<file path="config.mk">
export PLATFORM = sky130hd
export DESIGN_NAME = lattice_result_collector_flat
export DESIGN_NICKNAME = d
export VERILOG_FILES = /design/src/rtl/lattice_result_collector_if.sv /design/src/rtl/lattice_result_collector.sv /design/src/flat_wrapper.sv
export SDC_FILE = /design/constraint.sdc
export NUM_CORES = 1
export LEC_CHECK = 0
export ABC_AREA = 1
export BUFFER_PORTS_ARGS = -buffer_cell sky130_fd_sc_hd__buf_2
export CELL_PAD_IN_SITES_DETAIL_PLACEMENT = 0
export CELL_PAD_IN_SITES_GLOBAL_PLACEMENT = 2
export CORE_ASPECT_RATIO = 0.8
export CORE_MARGIN = 10
export CORE_UTILIZATION = 43
export DETAILED_ROUTE_END_ITERATION = 8
export PLACE_DENSITY = 0.9
export SETUP_SLACK_MARGIN = 0.05
export SLEW_MARGIN = 10
export SYNTH_ARGS = -nofsm -noshare
export SYNTH_HDL_FRONTEND = slang
export SYNTH_SLANG_ARGS = --single-unit
</file>
<file path="constraint.sdc">
create_clock -name clk -period 4.7 [get_ports clk]
set_clock_uncertainty 0.1 [all_clocks]
set_input_delay 0.47 -clock clk [delete_from_list [all_inputs] [get_ports clk]]
set_output_delay 0.47 -clock clk [all_outputs]
set_load 0.02 [all_outputs]
</file>
<file path="src/rtl/lattice_result_collector_if.sv">
// Host-side and chain-side signals of the lattice result collector, bundled for port hookup.
// The slave modport is the collector's view; the master modport is the driver's view.
interface lattice_result_collector_if #(
    parameter int unsigned LOG2_NUM_CORES = 1,
    parameter int unsigned NONCE_BITS     = 32
);
    logic                      start;
    logic                      res_valid;
    logic                      res_success;
    logic [LOG2_NUM_CORES-1:0] res_index;
    logic                      hit_valid;
    logic                      hit_ready;
    logic [NONCE_BITS-1:0]     hit_nonce;
    logic                      job_done;
    logic                      overflow;
    logic                      busy;

    modport slave (
        input  start, res_valid, res_success, res_index, hit_ready,
        output hit_valid, hit_nonce, job_done, overflow, busy
    );

    modport master (
        output start, res_valid, res_success, res_index, hit_ready,
        input  hit_valid, hit_nonce, job_done, overflow, busy
    );
endinterface

</file>
<file path="src/rtl/lattice_result_collector.sv">
// Collects per-round hit reports from the lattice chain, rebuilds full nonces and queues them
// in a small FIFO for the host; flags job completion once every round is seen and drained.
module lattice_result_collector #(
    parameter int unsigned LOG2_NUM_CORES = 1,
    parameter int unsigned NONCE_BITS     = 32,
    parameter int unsigned FIFO_DEPTH     = 4
) (
    input logic                       clk,
    input logic                       rst,
    lattice_result_collector_if.slave bus
);
    localparam int unsigned RoundBits = NONCE_BITS - LOG2_NUM_CORES;
    localparam int unsigned AddrBits  = $clog2(FIFO_DEPTH);
    localparam int unsigned PtrBits   = AddrBits + 1;

    typedef enum logic [1:0] {StIdle, StCollect, StDrain, StDone} state_e;

    state_e                 r_state;
    logic [RoundBits-1:0]   r_round;
    logic [NONCE_BITS-1:0]  r_mem [FIFO_DEPTH];
    logic [PtrBits-1:0]     r_wr_ptr;
    logic [PtrBits-1:0]     r_rd_ptr;
    logic                   r_hit_valid;
    logic [NONCE_BITS-1:0]  r_hit_nonce;
    logic                   r_overflow;
    logic                   r_job_done;
    logic                   r_busy;

    logic                   w_beat;
    logic                   w_push_req;
    logic [NONCE_BITS-1:0]  w_push_data;
    logic [PtrBits-1:0]     w_count;
    logic                   w_full;
    logic                   w_empty;
    logic                   w_pop;
    logic                   w_push;
    logic                   w_drop;
    logic [PtrBits-1:0]     w_wr_next;
    logic [PtrBits-1:0]     w_rd_next;
    logic [AddrBits-1:0]    w_head_slot;
    logic [NONCE_BITS-1:0]  w_head_next;

    // A start in the same cycle discards the beat.
    assign w_beat      = (r_state == StCollect) && bus.res_valid && !bus.start;
    assign w_push_req  = w_beat && bus.res_success;
    assign w_push_data = {r_round, bus.res_index};
    assign w_count     = r_wr_ptr - r_rd_ptr;
    assign w_full      = (w_count == PtrBits'(FIFO_DEPTH));
    assign w_empty     = (w_count == '0);
    assign w_pop       = r_hit_valid && bus.hit_ready;
    assign w_push      = w_push_req && (!w_full || w_pop);
    assign w_drop      = w_push_req && w_full && !w_pop;

    always_comb begin
        w_wr_next = r_wr_ptr;
        w_rd_next = r_rd_ptr;
        if (bus.start) begin
            w_wr_next = '0;
            w_rd_next = '0;
        end else begin
            if (w_push) w_wr_next = r_wr_ptr + PtrBits'(1);
            if (w_pop)  w_rd_next = r_rd_ptr + PtrBits'(1);
        end
        // Next head may be the entry being written this very cycle.
        w_head_slot = w_rd_next[AddrBits-1:0];
        if (w_push && (w_head_slot == r_wr_ptr[AddrBits-1:0])) begin
            w_head_next = w_push_data;
        end else begin
            w_head_next = r_mem[w_head_slot];
        end
    end

    always_ff @(posedge clk) begin
        if (w_push) r_mem[r_wr_ptr[AddrBits-1:0]] <= w_push_data;
    end

    always_ff @(posedge clk) begin
        if (rst) begin
            r_wr_ptr    <= '0;
            r_rd_ptr    <= '0;
            r_hit_valid <= 1'b0;
            r_hit_nonce <= '0;
        end else begin
            r_wr_ptr    <= w_wr_next;
            r_rd_ptr    <= w_rd_next;
            r_hit_valid <= (w_wr_next != w_rd_next);
            r_hit_nonce <= w_head_next;
        end
    end

    always_ff @(posedge clk) begin
        if (rst) begin
            r_state    <= StIdle;
            r_round    <= '0;
            r_overflow <= 1'b0;
            r_job_done <= 1'b0;
            r_busy     <= 1'b0;
        end else if (bus.start) begin
            r_state    <= StCollect;
            r_round    <= '0;
            r_overflow <= 1'b0;
            r_job_done <= 1'b0;
            r_busy     <= 1'b1;
        end else begin
            case (r_state)
                StCollect: begin
                    if (w_beat) begin
                        r_round <= r_round + RoundBits'(1);
                        if (w_drop) r_overflow <= 1'b1;
                        if (r_round == '1) r_state <= StDrain;
                    end
                end
                StDrain: begin
                    if (w_empty) begin
                        r_state    <= StDone;
                        r_busy     <= 1'b0;
                        r_job_done <= 1'b1;
                    end
                end
                default: ;
            endcase
        end
    end

    assign bus.hit_valid = r_hit_valid;
    assign bus.hit_nonce = r_hit_nonce;
    assign bus.job_done  = r_job_done;
    assign bus.overflow  = r_overflow;
    assign bus.busy      = r_busy;
endmodule

</file>
<file path="src/flat_wrapper.sv">
// flat-port wrapper written by rule: the top's interface ports become plain ports
module lattice_result_collector_flat 
#(
    parameter int unsigned LOG2_NUM_CORES = 1,
    parameter int unsigned NONCE_BITS     = 32,
    parameter int unsigned FIFO_DEPTH     = 4
)
  (clk, rst, bus_start, bus_res_valid, bus_res_success, bus_res_index, bus_hit_ready, bus_hit_valid, bus_hit_nonce, bus_job_done, bus_overflow, bus_busy);
  lattice_result_collector_if #(.LOG2_NUM_CORES(LOG2_NUM_CORES), .NONCE_BITS(NONCE_BITS)) bus_i ();
  input logic clk;
  input logic rst;
  input wire logic [$bits(bus_i.start)-1:0] bus_start;
  input wire logic [$bits(bus_i.res_valid)-1:0] bus_res_valid;
  input wire logic [$bits(bus_i.res_success)-1:0] bus_res_success;
  input wire logic [$bits(bus_i.res_index)-1:0] bus_res_index;
  input wire logic [$bits(bus_i.hit_ready)-1:0] bus_hit_ready;
  output wire logic [$bits(bus_i.hit_valid)-1:0] bus_hit_valid;
  output wire logic [$bits(bus_i.hit_nonce)-1:0] bus_hit_nonce;
  output wire logic [$bits(bus_i.job_done)-1:0] bus_job_done;
  output wire logic [$bits(bus_i.overflow)-1:0] bus_overflow;
  output wire logic [$bits(bus_i.busy)-1:0] bus_busy;
  assign bus_i.start = bus_start;
  assign bus_i.res_valid = bus_res_valid;
  assign bus_i.res_success = bus_res_success;
  assign bus_i.res_index = bus_res_index;
  assign bus_i.hit_ready = bus_hit_ready;
  assign bus_hit_valid = bus_i.hit_valid;
  assign bus_hit_nonce = bus_i.hit_nonce;
  assign bus_job_done = bus_i.job_done;
  assign bus_overflow = bus_i.overflow;
  assign bus_busy = bus_i.busy;
  lattice_result_collector #(.LOG2_NUM_CORES(LOG2_NUM_CORES), .NONCE_BITS(NONCE_BITS), .FIFO_DEPTH(FIFO_DEPTH)) u_core (.clk(clk), .rst(rst), .bus(bus_i));
endmodule
</file>
Word level (Yosys, flattened, before mapping)
Memory sizes are Yosys's and may differ from the RTL's. A register that Yosys moved wholly into a read port is not among the register bits.
Cells that the tools add are included.
{"block": "word_totals", "n_memories": 1, "input_bits": 7, "register_bits": 43, "output_inout_bits": 36, "ram_bits": 128, "wordCells": 62}
{"block": "classes", "addsub": 4, "mux": 14, "n_reduce_logical": 23, "n_eq_ne": 11}
{"memory": "u_core.r_mem", "depth": 4, "word_bits": 32, "rd": 1, "rd_ports_with_merged_regs": 1, "wr": 1, "line": "lattice_result_collector.sv:20", "source": "logic [NONCE_BITS-1:0] r_mem [FIFO_DEPTH];"}
{"op": "$add A31 B1 Y31 const B", "count": 1}
{"op": "$eq A31 B31 Y1 const B", "count": 1}
{"op": "$mux W3", "count": 4}
{"op": "$reduce_and A4 Y1", "count": 2}
{"op": "$logic_and A1 B1 Y1", "count": 7}
{"op": "$add A3 B1 Y3 const B", "count": 2}
{"op": "$mux W1", "count": 6}
{"op": "$mux W2", "count": 3}
{"op": "$ne A3 B2 Y1 const B", "count": 2}
{"op": "$reduce_and A2 Y1", "count": 3}
{"op": "$reduce_bool A2 Y1", "count": 3}
{"op": "$ne A2 B1 Y1 const B", "count": 2}
{"op": "$pmux W2 S2", "count": 1}
{"op": "$eq A3 B3 Y1 const B", "count": 1}
{"op": "$logic_not A1 Y1", "count": 3}
{"op": "$logic_not A3 Y1", "count": 1}
{"op": "$ne A3 B3 Y1", "count": 1}
{"op": "$ne A3 B3 Y1 const B", "count": 1}
{"op": "$reduce_and A3 Y1", "count": 1}
{"op": "$reduce_bool A3 Y1", "count": 1}
{"op": "$sub A3 B3 Y3", "count": 1}
{"op": "$eq A2 B1 Y1 const B", "count": 1}
{"op": "$eq A2 B2 Y1 const B", "count": 1}
{"op": "$ne A2 B2 Y1 const B", "count": 1}
{"op": "other kinds (2)", "count": 2}

Depth between registers and ports, before layout
{"block": "logic_depth", "ltp_word": 8, "depth_mapped": 16, "ltp_nobuf": 16}

Worst setup path after synthesis
OpenSTA, ideal clock, no wires.
{"block": "synth_timing", "path_type": "register -> register", "start": "register u_core.r_rd_ptr[1]", "end": "memory u_core.r_mem[3][0], enable pin", "setup_ns": 0.421, "period_less_slack_ns": 2.978, "stages_incl_launch_ff": 8, "required_time_ns": 4.179, "path_buffers": 0, "path_slack_ns": 1.722, "arrival_time_ns": 2.457, "cell_sequence": "dfxtp_1 -> inv_1 -> ha_1 -> a21oi_1 -> nand2_1 -> nand3_2 -> nand2_4 -> nor2_1"}
{"block": "synth_via", "elab_chain_cells": 7}
{"element": "start, declared", "line": "lattice_result_collector.sv:22", "source": "logic [PtrBits-1:0] r_rd_ptr;"}
{"element": "start signal, assigned", "line": "lattice_result_collector.sv:85", "source": "r_rd_ptr <= w_rd_next;"}
{"element": "$sub A3 B3 Y3", "line": "lattice_result_collector.sv:47", "source": "assign w_count = r_wr_ptr - r_rd_ptr;"}
{"element": "$eq A3 B3 Y1", "line": "lattice_result_collector.sv:48", "source": "assign w_full = (w_count == PtrBits'(FIFO_DEPTH));"}
{"element": "$logic_not A1 Y1", "line": "lattice_result_collector.sv:51", "source": "assign w_push = w_push_req && (!w_full || w_pop);"}
{"element": "$logic_or A1 B1 Y1", "line": "lattice_result_collector.sv:51"}
{"element": "$logic_and A1 B1 Y1", "line": "lattice_result_collector.sv:51"}
{"element": "$mux W1", "line": "lattice_result_collector.sv:74", "source": "if (w_push) r_mem[r_wr_ptr[AddrBits-1:0]] <= w_push_data;"}
{"element": "$mux W1 (implied by the code)", "line": "lattice_result_collector.sv:74"}
{"element": "end, declared", "line": "lattice_result_collector.sv:20"}
No other way between the ends.

Worst setup path in the final report
{"block": "layout_timing", "start": "register u_core.r_hit_valid (netlist: u_core.bus.hit_valid)", "end": "register u_core.r_hit_nonce[6] (netlist: u_core.bus.hit_nonce[6]) (read register of u_core.r_mem)"}
{"block": "layout_via", "elab_chain_cells": 3}
{"element": "start, declared", "line": "lattice_result_collector.sv:23", "source": "logic r_hit_valid;"}
{"element": "start signal, assigned", "line": "lattice_result_collector.sv:86", "source": "r_hit_valid <= (w_wr_next != w_rd_next);"}
{"element": "$logic_and A1 B1 Y1", "line": "lattice_result_collector.sv:50", "source": "assign w_pop = r_hit_valid && bus.hit_ready;"}
{"element": "$mux W3", "line": "lattice_result_collector.sv:62", "source": "if (w_pop) w_rd_next = r_rd_ptr + PtrBits'(1);"}
{"element": "$mux W3", "line": "lattice_result_collector.sv:57", "source": "if (bus.start) begin"}
{"element": "end, declared", "line": "lattice_result_collector.sv:24", "source": "logic [NONCE_BITS-1:0] r_hit_nonce;"}
No other way between the ends.
A chain may end at the register's enable or synchronous reset.

==> flow_summary.json <==
{
  "grt_usage": 0.153,
  "setup_viol_count_final": 0,
  "grtUsageMet2": 0.252,
  "dpl.hpwl_mm": 12.0,
  "drt_wl_total_mm": 19.6,
  "synth_nets": 833,
  "grt_pass1_vias": 5778,
  "syn_area_um2": 8330,
  "yosysMostFrequentCell": "edfxtp_1",
  "path_class": "flop to flop",
  "numPortBuffers": 42,
  "tightest_slew_ns": 1.16,
  "syn_inst": 818,
  "synth_ff_type": "edfxtp_1",
  "crit_required_ns": 5.03,
  "area_growth_pct": 12.6,
  "synthTopCellsByCount": "edfxtp_1 (128), nand2_1 (108), o21ai_0 (98), nor2_1 (90), dfxtp_1 (75)",
  "dieArea_um2": 25400,
  "clkPwrFrac": 0.432,
  "diodes": 0,
  "floorplan.initialDensity": 0.438,
  "met1_usage": 0.205,
  "drive_gt1_frac": 0.113,
  "dr.first_iter.drc_count": 378,
  "cts.sinks": 203,
  "overflow": 0,
  "min_to": "u_core.r_mem[1][0]$_DFFE_PP_",
  "p_leak_nw": 3.42,
  "yosys-top-cells-area": "edfxtp_1 (46%), dfxtp_1 (18%), o21ai_0 (5.9%)",
  "powerDensity_nw_per_um2": 378,
  "power.internal_mw": 2.80,
  "cts_root_buffer": "clkbuf_16",
  "fin_nets": 870,
  "die_h_um": 144,
  "clkLatencyLatePin_ns": 0.50,
  "synth_top_cell_by_area": "edfxtp_1",
  "hold_viol": 0,
  "grt_max_degree": 54,
  "cts_resized": 0,
  "period_minus_slack_ns": 3.26,
  "busiest_layer": "met2",
  "htree_levels": 1,
  "drv_cap": 0,
  "routedWlPerCell_um": 17.4,
  "dr.pass1.iters": 4,
  "synth_edf_count": 128,
  "startpoint_type": "flop",
  "grt_pass1_wl_mm": 31.1,
  "ys_async_sr_fraction": 0,
  "min_from": "bus_res_index",
  "synth-seq-cells": 203,
  "rsz0062_at_grt": "no",
  "arrival_ns": 3.59,
  "switching_share": 0.208,
  "io_pins": 43,
  "hold_path.class": "primary input to flop",
  "clk_path_buf_depth": 3,
  "setup_ws_ns": 1.44,
  "r2r_start": "u_core.bus.hit_valid$_SDFF_PP0_",
  "status": "complete, no violations",
  "post_cts_buffers": 0,
  "drc_errors": 0,
  "met3_usage": 0.0263,
  "place_ws_ns": 1.12,
  "end_kind": "flop",
  "antenna_found_initial": 0,
  "clk_pin_slew_ns": 0.07,
  "numCtsBuffers": 21,
  "period_share": 0.694,
  "reg2reg_slack_ns": 1.44,
  "n_fill_cell": 1795,
  "synth.distinct_cells": 37,
  "yosys_warnings": 0,
  "ir_worst_vdd_uv": 234,
  "finalSetupTns_ns": 0,
  "row_count": 45,
  "rr_endpoint": "u_core.bus.hit_nonce[6]$_SDFF_PP0_",
  "vias": 5909,
  "finalMaxSlewViolations": 0,
  "p_switching_mw": 0.737,
  "avgViaCountPerCell": 5.24,
  "synth_area_per_cell_um2": 10.2,
  "ant_nets": 0,
  "seq_area_frac_synth": 0.642,
  "fp.dieW_um": 176,
  "whs_path_depth": 1,
  "seqPwrFrac": 0.537,
  "max_slew_margin": 0.222,
  "globalplace.congestion": 0.806,
  "synth_top_area_share": 0.461,
  "path_max_fanout": 51,
  "cts_tree": "yes",
  "max_freq_mhz": 307,
  "hold_buffers": 0,
  "reg2reg_depth": 10,
  "combinationalPowerShare": 0.031,
  "coreArea_um2": 19000
}
state kept, by name (all words and copies together), names as in the netlist:
register,cells
u_core.r_mem,128
u_core.bus.hit_nonce,32
u_core.r_round,31
u_core.r_rd_ptr,3
u_core.r_wr_ptr,3
u_core.r_state,2
u_core.bus.busy,1
u_core.bus.hit_valid,1
u_core.bus.job_done,1
u_core.bus.overflow,1
critical path, stage by stage (launching register included):
cell	delay (ns)
dfxtp_1	0.31
nand2_1	0.15
inv_1	0.08
nand2_1	0.08
nand3_2	0.53
buf_4	0.55
inv_2	0.67
o21ai_0	0.19
o21ai_0	0.23
o21ai_1	0.10
a21oi_1	0.15
power by group through the flow:
stage	Clock, mW	Sequential [mW]	Combinational [mW]
final	1.53	1.90	0.111
after global placement	0	1.94	0.111
after global routing	1.64	1.90	0.123
after floorplan	0	1.95	0.0573
after CTS	1.56	1.90	0.113
after detailed placement	0	1.94	0.113
cells by family after synthesis:
| kind of cell | Yosys count | synth area share |
|---|---|---|
| DFF | 203 | 0.642 |
| adders and majority gates | 8 | 0.0120 |
| AOI/OAI and AO/OA | 209 | 0.128 |
| and+or+nand+nor | 273 | 0.149 |
| buffers and inverters | 114 | 0.0571 |
| xor gates and xnor gates | 11 | 0.0125 |
worst max path at each step:
stage,from,endpoint
3_3_place_gp,bus_start,u_core.bus.hit_nonce[13]$_SDFF_PP0_
4_1_cts,u_core.bus.hit_valid$_SDFF_PP0_,u_core.bus.hit_nonce[12]$_SDFF_PP0_
6_report,u_core.bus.hit_valid$_SDFF_PP0_,u_core.bus.hit_nonce[6]$_SDFF_PP0_
5_1_grt,u_core.bus.hit_valid$_SDFF_PP0_,u_core.bus.hit_nonce[26]$_SDFF_PP0_
2_1_floorplan,u_core.r_rd_ptr[1]$_SDFF_PP0_,u_core.r_mem[3][0]$_DFFE_PP_
3_5_place_dp,bus_start,u_core.bus.hit_nonce[9]$_SDFF_PP0_
layout make-up:
type                    count  area (um2)  share of cell area
well taps                 258         323              0.0344
clock inverters             9        71.3             0.00760
clock buffers              28         552              0.0588
multi-input cells         501        2530               0.270
flip-flops and latches    203        5350               0.570
repair buffers             47         248              0.0264
inverters                  81         305              0.0326
per-stage QoR:
stage / utilization / instance area [um2] / hold slack, ns / total power [mW] / std cells
after global placement: 0.460 / 8760 / 0.335 / 2.05 / 1090
final: 0.493 / 9380 / 0.118 / 3.54 / 1127
after CTS: 0.493 / 9380 / 0.107 / 3.58 / 1127
after floorplan: - / 8330 / 0.382 / 2.01 / 818
after detailed placement: 0.460 / 8760 / 0.356 / 2.05 / 1090
after global routing: 0.493 / 9380 / 0.121 / 3.66 / 1127
placed cells by master, fill, tap and decap left out, types with 22 or more instances in the layout:
cell,n
buf_2,42
nor2_1,86
edfxtp_1,128
dfxtp_1,75
nand2_1,108
a21oi_1,73
o21ai_1,22
inv_1,74
o21ai_0,98
per-layer routing:
layer,share of wire,up-vias
met4,0.021,0
met3,0.050,29
met5,0,-
met2,0.46,135
li1,-,2898
met1,0.47,2847
Power figures use the tool's default switching activity.
